`src/rtl/operand_fetch_pkg.sv`:
```
// ---------------------------------------------------------------------------
// operand_fetch_pkg : shared FSM encoding and default widths for operand_fetch
// ---------------------------------------------------------------------------
`default_nettype none

package operand_fetch_pkg;

  localparam int OF_DATA_W = 8;
  localparam int OF_ADDR_W = 2;

  typedef enum logic [2:0] {
    OF_IDLE   = 3'd0,
    OF_RD_A   = 3'd1,
    OF_RD_B   = 3'd2,
    OF_WAIT_B = 3'd3,
    OF_HOLD   = 3'd4
  } of_state_t;

endpackage

`default_nettype wire

```
`src/rtl/operand_bypass_mux.sv`:
```
// ---------------------------------------------------------------------------
// operand_bypass_mux : forwards the ALU result when it targets the index being read
// ---------------------------------------------------------------------------
`default_nettype none

module operand_bypass_mux
  import operand_fetch_pkg::*;
#(
  parameter int DATA_W = OF_DATA_W,
  parameter int ADDR_W = OF_ADDR_W
) (
  input  logic              save,
  input  logic [ADDR_W-1:0] wr_addr,
  input  logic [ADDR_W-1:0] rd_idx,
  input  logic [DATA_W-1:0] alu_out,
  input  logic [DATA_W-1:0] rd_data,
  output logic [DATA_W-1:0] capture_data
);

  assign capture_data = (save && (wr_addr == rd_idx)) ? alu_out : rd_data;

endmodule

`default_nettype wire

```
`src/rtl/operand_fetch.sv`:
```
// ---------------------------------------------------------------------------
// operand_fetch : two-read operand fetch with valid/ready ALU handoff
// Optional result forwarding under OPERAND_BYPASS_EN
// ---------------------------------------------------------------------------
`default_nettype none

module operand_fetch
  import operand_fetch_pkg::*;
#(
  parameter int DATA_W = OF_DATA_W,
  parameter int ADDR_W = OF_ADDR_W
) (
  input  logic              clk,
  input  logic              reset,
  input  logic              req_valid,
  output logic              req_ready,
  input  logic [ADDR_W-1:0] src_a,
  input  logic [ADDR_W-1:0] src_b,
  output logic              rd_en,
  output logic [ADDR_W-1:0] rd_addr,
  input  logic [DATA_W-1:0] rd_data,
  input  logic              save,
  input  logic [ADDR_W-1:0] wr_addr,
  input  logic [DATA_W-1:0] alu_out,
  output logic [DATA_W-1:0] op_a,
  output logic [DATA_W-1:0] op_b,
  output logic              op_valid,
  input  logic              op_ready
);

  of_state_t         state, state_nxt;
  logic [ADDR_W-1:0] src_a_q, src_b_q, src_a_nxt, src_b_nxt;
  logic [ADDR_W-1:0] rd_addr_nxt, capture_idx;
  logic              req_ready_nxt, rd_en_nxt, op_valid_nxt;
  logic [DATA_W-1:0] op_a_nxt, op_b_nxt, capture_data;

  // RD_B returns operand A's data, WAIT_B returns operand B's
  assign capture_idx = (state == OF_RD_B) ? src_a_q : src_b_q;

`ifdef OPERAND_BYPASS_EN
  operand_bypass_mux #(
    .DATA_W (DATA_W),
    .ADDR_W (ADDR_W)
  ) u_bypass (
    .save         (save),
    .wr_addr      (wr_addr),
    .rd_idx       (capture_idx),
    .alu_out      (alu_out),
    .rd_data      (rd_data),
    .capture_data (capture_data)
  );
`else
  logic unused_bypass;
  assign capture_data  = rd_data;
  assign unused_bypass = ^{save, wr_addr, alu_out, capture_idx};
`endif

  always_ff @(posedge clk) begin
    if (!reset) begin
      state     <= OF_IDLE;
      src_a_q   <= '0;
      src_b_q   <= '0;
      req_ready <= 1'b1;
      rd_en     <= 1'b0;
      rd_addr   <= '0;
      op_a      <= '0;
      op_b      <= '0;
      op_valid  <= 1'b0;
    end else begin
      state     <= state_nxt;
      src_a_q   <= src_a_nxt;
      src_b_q   <= src_b_nxt;
      req_ready <= req_ready_nxt;
      rd_en     <= rd_en_nxt;
      rd_addr   <= rd_addr_nxt;
      op_a      <= op_a_nxt;
      op_b      <= op_b_nxt;
      op_valid  <= op_valid_nxt;
    end
  end

  always_comb begin
    state_nxt     = state;
    src_a_nxt     = src_a_q;
    src_b_nxt     = src_b_q;
    req_ready_nxt = req_ready;
    rd_en_nxt     = rd_en;
    rd_addr_nxt   = rd_addr;
    op_a_nxt      = op_a;
    op_b_nxt      = op_b;
    op_valid_nxt  = op_valid;
    unique case (state)
      OF_IDLE: begin
        if (req_valid && req_ready) begin
          src_a_nxt     = src_a;
          src_b_nxt     = src_b;
          req_ready_nxt = 1'b0;
          rd_en_nxt     = 1'b1;
          rd_addr_nxt   = src_a;
          state_nxt     = OF_RD_A;
        end
      end
      OF_RD_A: begin
        rd_addr_nxt = src_b_q;
        state_nxt   = OF_RD_B;
      end
      OF_RD_B: begin
        rd_en_nxt = 1'b0;
        op_a_nxt  = capture_data;
        state_nxt = OF_WAIT_B;
      end
      OF_WAIT_B: begin
        op_b_nxt     = capture_data;
        op_valid_nxt = 1'b1;
        state_nxt    = OF_HOLD;
      end
      OF_HOLD: begin
        if (op_ready) begin
          op_valid_nxt  = 1'b0;
          req_ready_nxt = 1'b1;
          state_nxt     = OF_IDLE;
        end
      end
      default: begin
        state_nxt     = OF_IDLE;
        req_ready_nxt = 1'b1;
        rd_en_nxt     = 1'b0;
        op_valid_nxt  = 1'b0;
      end
    endcase
  end

endmodule

`default_nettype wire
```
`config.mk`:
```
export PLATFORM = sky130hd
export DESIGN_NAME = operand_fetch
export DESIGN_NICKNAME = d
export VERILOG_FILES = /design/src/rtl/operand_fetch_pkg.sv /design/src/rtl/operand_bypass_mux.sv /design/src/rtl/operand_fetch.sv
export SDC_FILE = /design/constraint.sdc
export NUM_CORES = 1
export LEC_CHECK = 0
export ABC_AREA = 0
export CAP_MARGIN = 20
export CORE_ASPECT_RATIO = 1.25
export CORE_UTILIZATION = 40
export CTS_CLUSTER_DIAMETER = 150
export DETAILED_ROUTE_END_ITERATION = 10
export PLACE_DENSITY = 0.87
export SETUP_SLACK_MARGIN = 0.05
export SLEW_MARGIN = 25
export SYNTH_ARGS = -nofsm -noshare
export SYNTH_HDL_FRONTEND = slang
export SYNTH_SLANG_ARGS = --single-unit
```
`constraint.sdc`:
```
create_clock -name clk -period 1.6 [get_ports clk]
set_clock_uncertainty 0.2 [all_clocks]
set_input_delay 0.32 -clock clk [delete_from_list [all_inputs] [get_ports clk]]
set_output_delay 0.32 -clock clk [all_outputs]
set_load 0.02 [all_outputs]
```
[Word level (Yosys, flattened, before mapping)]
Cells that the tools add are included.
Storage, ports and cells
  bits in registers: 26
  input bits: 27
  output and inout bits: 21
  word-level logic and storage cells: 41
Cells by class
  equal/unequal tests: 6
  muxes and demuxes: 12
  bitwise gates (word level): 3
  reduce and logical (&&, ||, !) cells: 12
Operators by type and width (number)
  $pmux 3 s5: 1
  $reduce_and 2->1: 5
  $reduce_or 3->1: 3
  $eq 3x2->1 const B: 2
  $mux 3: 2
  $pmux 1 s3: 2
  $mux 1: 4
  $ne 2x2->1 const B: 2
  $pmux 2 s2: 1
  $eq 3x1->1 const B: 1
  $eq 3x3->1 const B: 1
  $logic_not 3->1: 1
  $not 1->1: 3
  $reduce_and 3->1: 1
  $mux 2: 1
  $pmux 1 s2: 1
  $reduce_bool 2->1: 1
  $logic_and 1x1->1: 1

[Depth between registers and ports, before layout]
  depth after elaboration: 4
  gate-level depth with buffers: 5
  gate-level depth less buffers: 3

[Worst setup path before layout]
OpenSTA, ideal clock, no wires.
  path type: register -> register
  start point: reg state[0]
  end point: reg req_ready
  library setup time: 121 ps
  arrival time: 990 ps
  path slack: 289 ps
  stages on the path, launching flop included: 5
  path buffers: 1
  cell sequence: dfxtp_1 buf_6 or3b_1 a21oi_1 o21ai_1
Between the ends
  cells in the longest elaborated chain, start to end: 4
  elaborated cells between the ends (all ways): 11
RTL lines
  start, declared: line operand_fetch.sv:31  | of_state_t state, state_nxt;
  start signal, assigned: line operand_fetch.sv:70  | state <= state_nxt;
  $eq 3x2->1 / $eq 3x1->1 (equally long branches): line operand_fetch.sv:92  | unique case (state)
  $reduce_or 3->1 (no line)
  $not 1->1 (no line)
  $reduce_and 3->1 (no line)
  end signal, assigned: line operand_fetch.sv:73  | req_ready <= req_ready_nxt;
  end, declared: line operand_fetch.sv:16  | output logic req_ready,
Parallel ways exist; a longest one is shown, timed or not.
A chain may end at the register's enable or synchronous reset.

[Worst setup path in the final report]
  start point: reg op_a[4]
  end point: out op_a[4]
RTL lines
  start, declared: line operand_fetch.sv:25  | output logic [DATA_W-1:0] op_a,
  start signal, assigned: line operand_fetch.sv:76  | op_a <= op_a_nxt;
No word-level cell between the ends.

==> results.toml <==
[cells_and_area]
antenna_cells = 0
instances_no_fill = 176
nFillCells = 242
design_area_sq_um = 1440
drive_gt1_share_pct = 19.6
layout.nets = 171
ff_latch_area_sq_um = 524
synthToLayoutAreaGrowth_pct = 37.3
multi_input_area_sq_um = 462

[sta]
fmax_mhz = 665
finalSetupViolations = 0
fin_crit_ns = 1.50
max_slew_margin_pct = 80.9
fin_hold_ws_ns = 0.295
drv_slew = 0
max_slew.worst_pin.slew_ns = 0.284
setup_tns_ns = 0
rsz0062_at_grt = "false"
post-route-period-util_pct = 94.0
hold_violations = 0

[hold_path]
hold_class = "reg -> reg"

[worst_setup_path]
cp_data_arrival_time_ns = 0.98
setup.worst_path.end_class = "output port"
crit_family = "flip-flops"
slowest_delay_ns = 0.36
critical_path.slowest_cell = "dfxtp_1"
path_class = "reg -> out"
required_ns = 1.08
path_buf_inv = 1
startpoint_type = "flop"
crit_fanout = 2
cp_cell_sequence = "clkdlybuf4s15_1"

[synth]
synth_top_family_by_area = "simple AND/OR/NAND/NOR gates"
netlist_area_sq_um = 1050
synth.area.top_cells = "dfxtp_1 (50%), mux2i_1 (16%), nor2_1 (6.5%), nand3b_1 (3.6%), buf_6 (3.2%)"
synth-seq-cells = 26
synth_most_common_cell = "dfxtp_1"
synth.area.mux_share_pct = 16.2
synthCells = 103
ys_warn_count = 0
async_reset_ff_share_pct = 0
synthSimpleGateAreaFrac_pct = 17.9
ys_seq_area_share_pct = 49.7
ys_top_cells_by_count = "dfxtp_1 (26), nor2_1 (18), mux2i_1 (17)"
ys.flop_type = "dfxtp_1"
synth.net_count = 130
avgSynthCellArea_sq_um = 10.2
yosysUniqueCellTypes = 23
synth-compound-area-share_pct = 9.08
synth-xor-area-share_pct = 0.836
synth-adder-area-share_pct = 0
synth_largest_area_cell = "dfxtp_1"
synth_top_area_share_pct = 49.7
synth-edff-count = 0

[power]
power_density_nw_per_um2 = 995
power.total_mw = 1.43
max-vdd-ir-drop_v = 0.000602
leakage_nw = 0.621

[clocking]
cts_root_buffer = "clkbuf_4"
post_cts_buffers = 0
clockBufferDepth = 2
cts_buffers = 3
cts.clk_slew.worst_paths_ns = 0.12
clock_latency_ns = 0.31
clkSinkCount = 26
cts_tree = "yes"
h-tree-depth = 1

[grt]
first_global_vias = 846
grt_usage_pct = 17.8
antenna_found_initial = 0
grt_max_degree = 15
grt_pass1_wl_um = 3600
overflow = 0

[place]
routabilityCongestion = 0.712
dp.cells = 172
numPortBuffers = 36
dp_hpwl_um = 1750
placed_cell_area_sq_um = 1450

[route]
post-route-drc-count = 0
drtAntennaViolNets = 0
dr.pass1.iters = 4
routed_wl_um = 2280
vias = 896
viasPerCell = 5.09
drt_iter0_drc = 17
wl_per_cell_um = 13.0

[floorplanning]
die_width_um = 47.8
coreArea_sq_um = 2450
dieArea_sq_um = 2830
ios = 48
fp.dieH_um = 59.2
fp-row-count = 20
start_util_pct = 42.7

[flow_run]
drv_cap = 0

[outcome]
status = "completed"
==> layout by cell type (no fill, tap or decap), drive strengths merged <==
| cell | instances |
|---|---|
| nor4 | 2 |
| or3b | 2 |
| nand3b | 5 |
| a21oi | 6 |
| and4bb | 1 |
| nand2 | 1 |
| o21ai | 7 |
| nor3 | 2 |
| xnor2 | 1 |
| nand4bb | 1 |
| a2bb2oi | 2 |
| buf | 8 |
| inv | 1 |
| nor2 | 18 |
| dfxtp | 26 |
| clkdlybuf4s15 | 11 |
| a31oi | 2 |
| clkdlybuf4s50 | 15 |
| nor3b | 1 |
| clkbuf | 14 |
| mux2i | 17 |
==> power by group <==
group          switching (mW)  internal, mW  leakage (nW)
combinational           0.180         0.183         0.387
clock                   0.180         0.139        0.0210
sequential             0.0439         0.704         0.213
==> metal layers <==
| layer | up-vias | track usage [%] | wire length (um) |
|---|---|---|---|
| li1 | 441 | - | - |
| met1 | 417 | 19.6 | 938 |
| met2 | 34 | 32.0 | 1220 |
| met3 | 4 | 3.96 | 86 |
| met4 | 0 | 5.95 | 31 |
| met5 | - | 0 | 0 |
==> worst reg2reg max path: stages, from the launching register on <==
cell and delay, ns:
dfxtp_2 0.44, nor3b_2 0.19, buf_4 0.21, mux2i_1 0.22, nor2_1 0.05
==> final timing paths <==
kind                 to  slack (ns)  cells past startpoint        from
min reg2reg  src_b_q[0]        0.29                      2  src_b_q[0]
max reg2reg     op_a[7]        0.20                      4    state[1]
max             op_a[4]         0.1                      1     op_a[4]
min          src_b_q[0]        0.29                      2  src_b_q[0]
==> sequential cells by signal, indices dropped and copies added, names as in the netlist <==
name       count
op_a           8
op_b           8
state          3
rd_addr        2
src_b_q        2
op_valid       1
rd_en          1
req_ready      1
==> final cells by class <==
type,count,share of cell area [%]
multi-input combinational,68,32.1
timing repair buffer,44,25.8
clock buffer,4,2.52
sequential,26,36.5
inverter,1,0.261
tap,33,2.87
==> cell families after synthesis <==
kind of cell	count (synthesis)
xor gates and xnor gates	1
AOI/OAI and AO/OA	17
buffers and inverters	9
muxes	17
and+or+nand+nor	33
DFF	26
==> timing repair <==
item | 4_1_cts | 5_1_grt
hold buffers | 0 | 0
gates resized for setup | 22 | 33
pin swaps | 0 | 0
cloned | 0 | 0
endpoints found under the setup margin | 21 | 31
==> stage by stage <==
step	utilization [%]	worst slack (ns)
2_1_floorplan	-	0.289
3_3_place_gp	59.0	-0.103
3_5_place_dp	59.0	-0.170
4_1_cts	59.5	0.0331
5_1_grt	58.6	0.0507
6_report	58.6	0.0959
(Power assumes the default switching activity.)
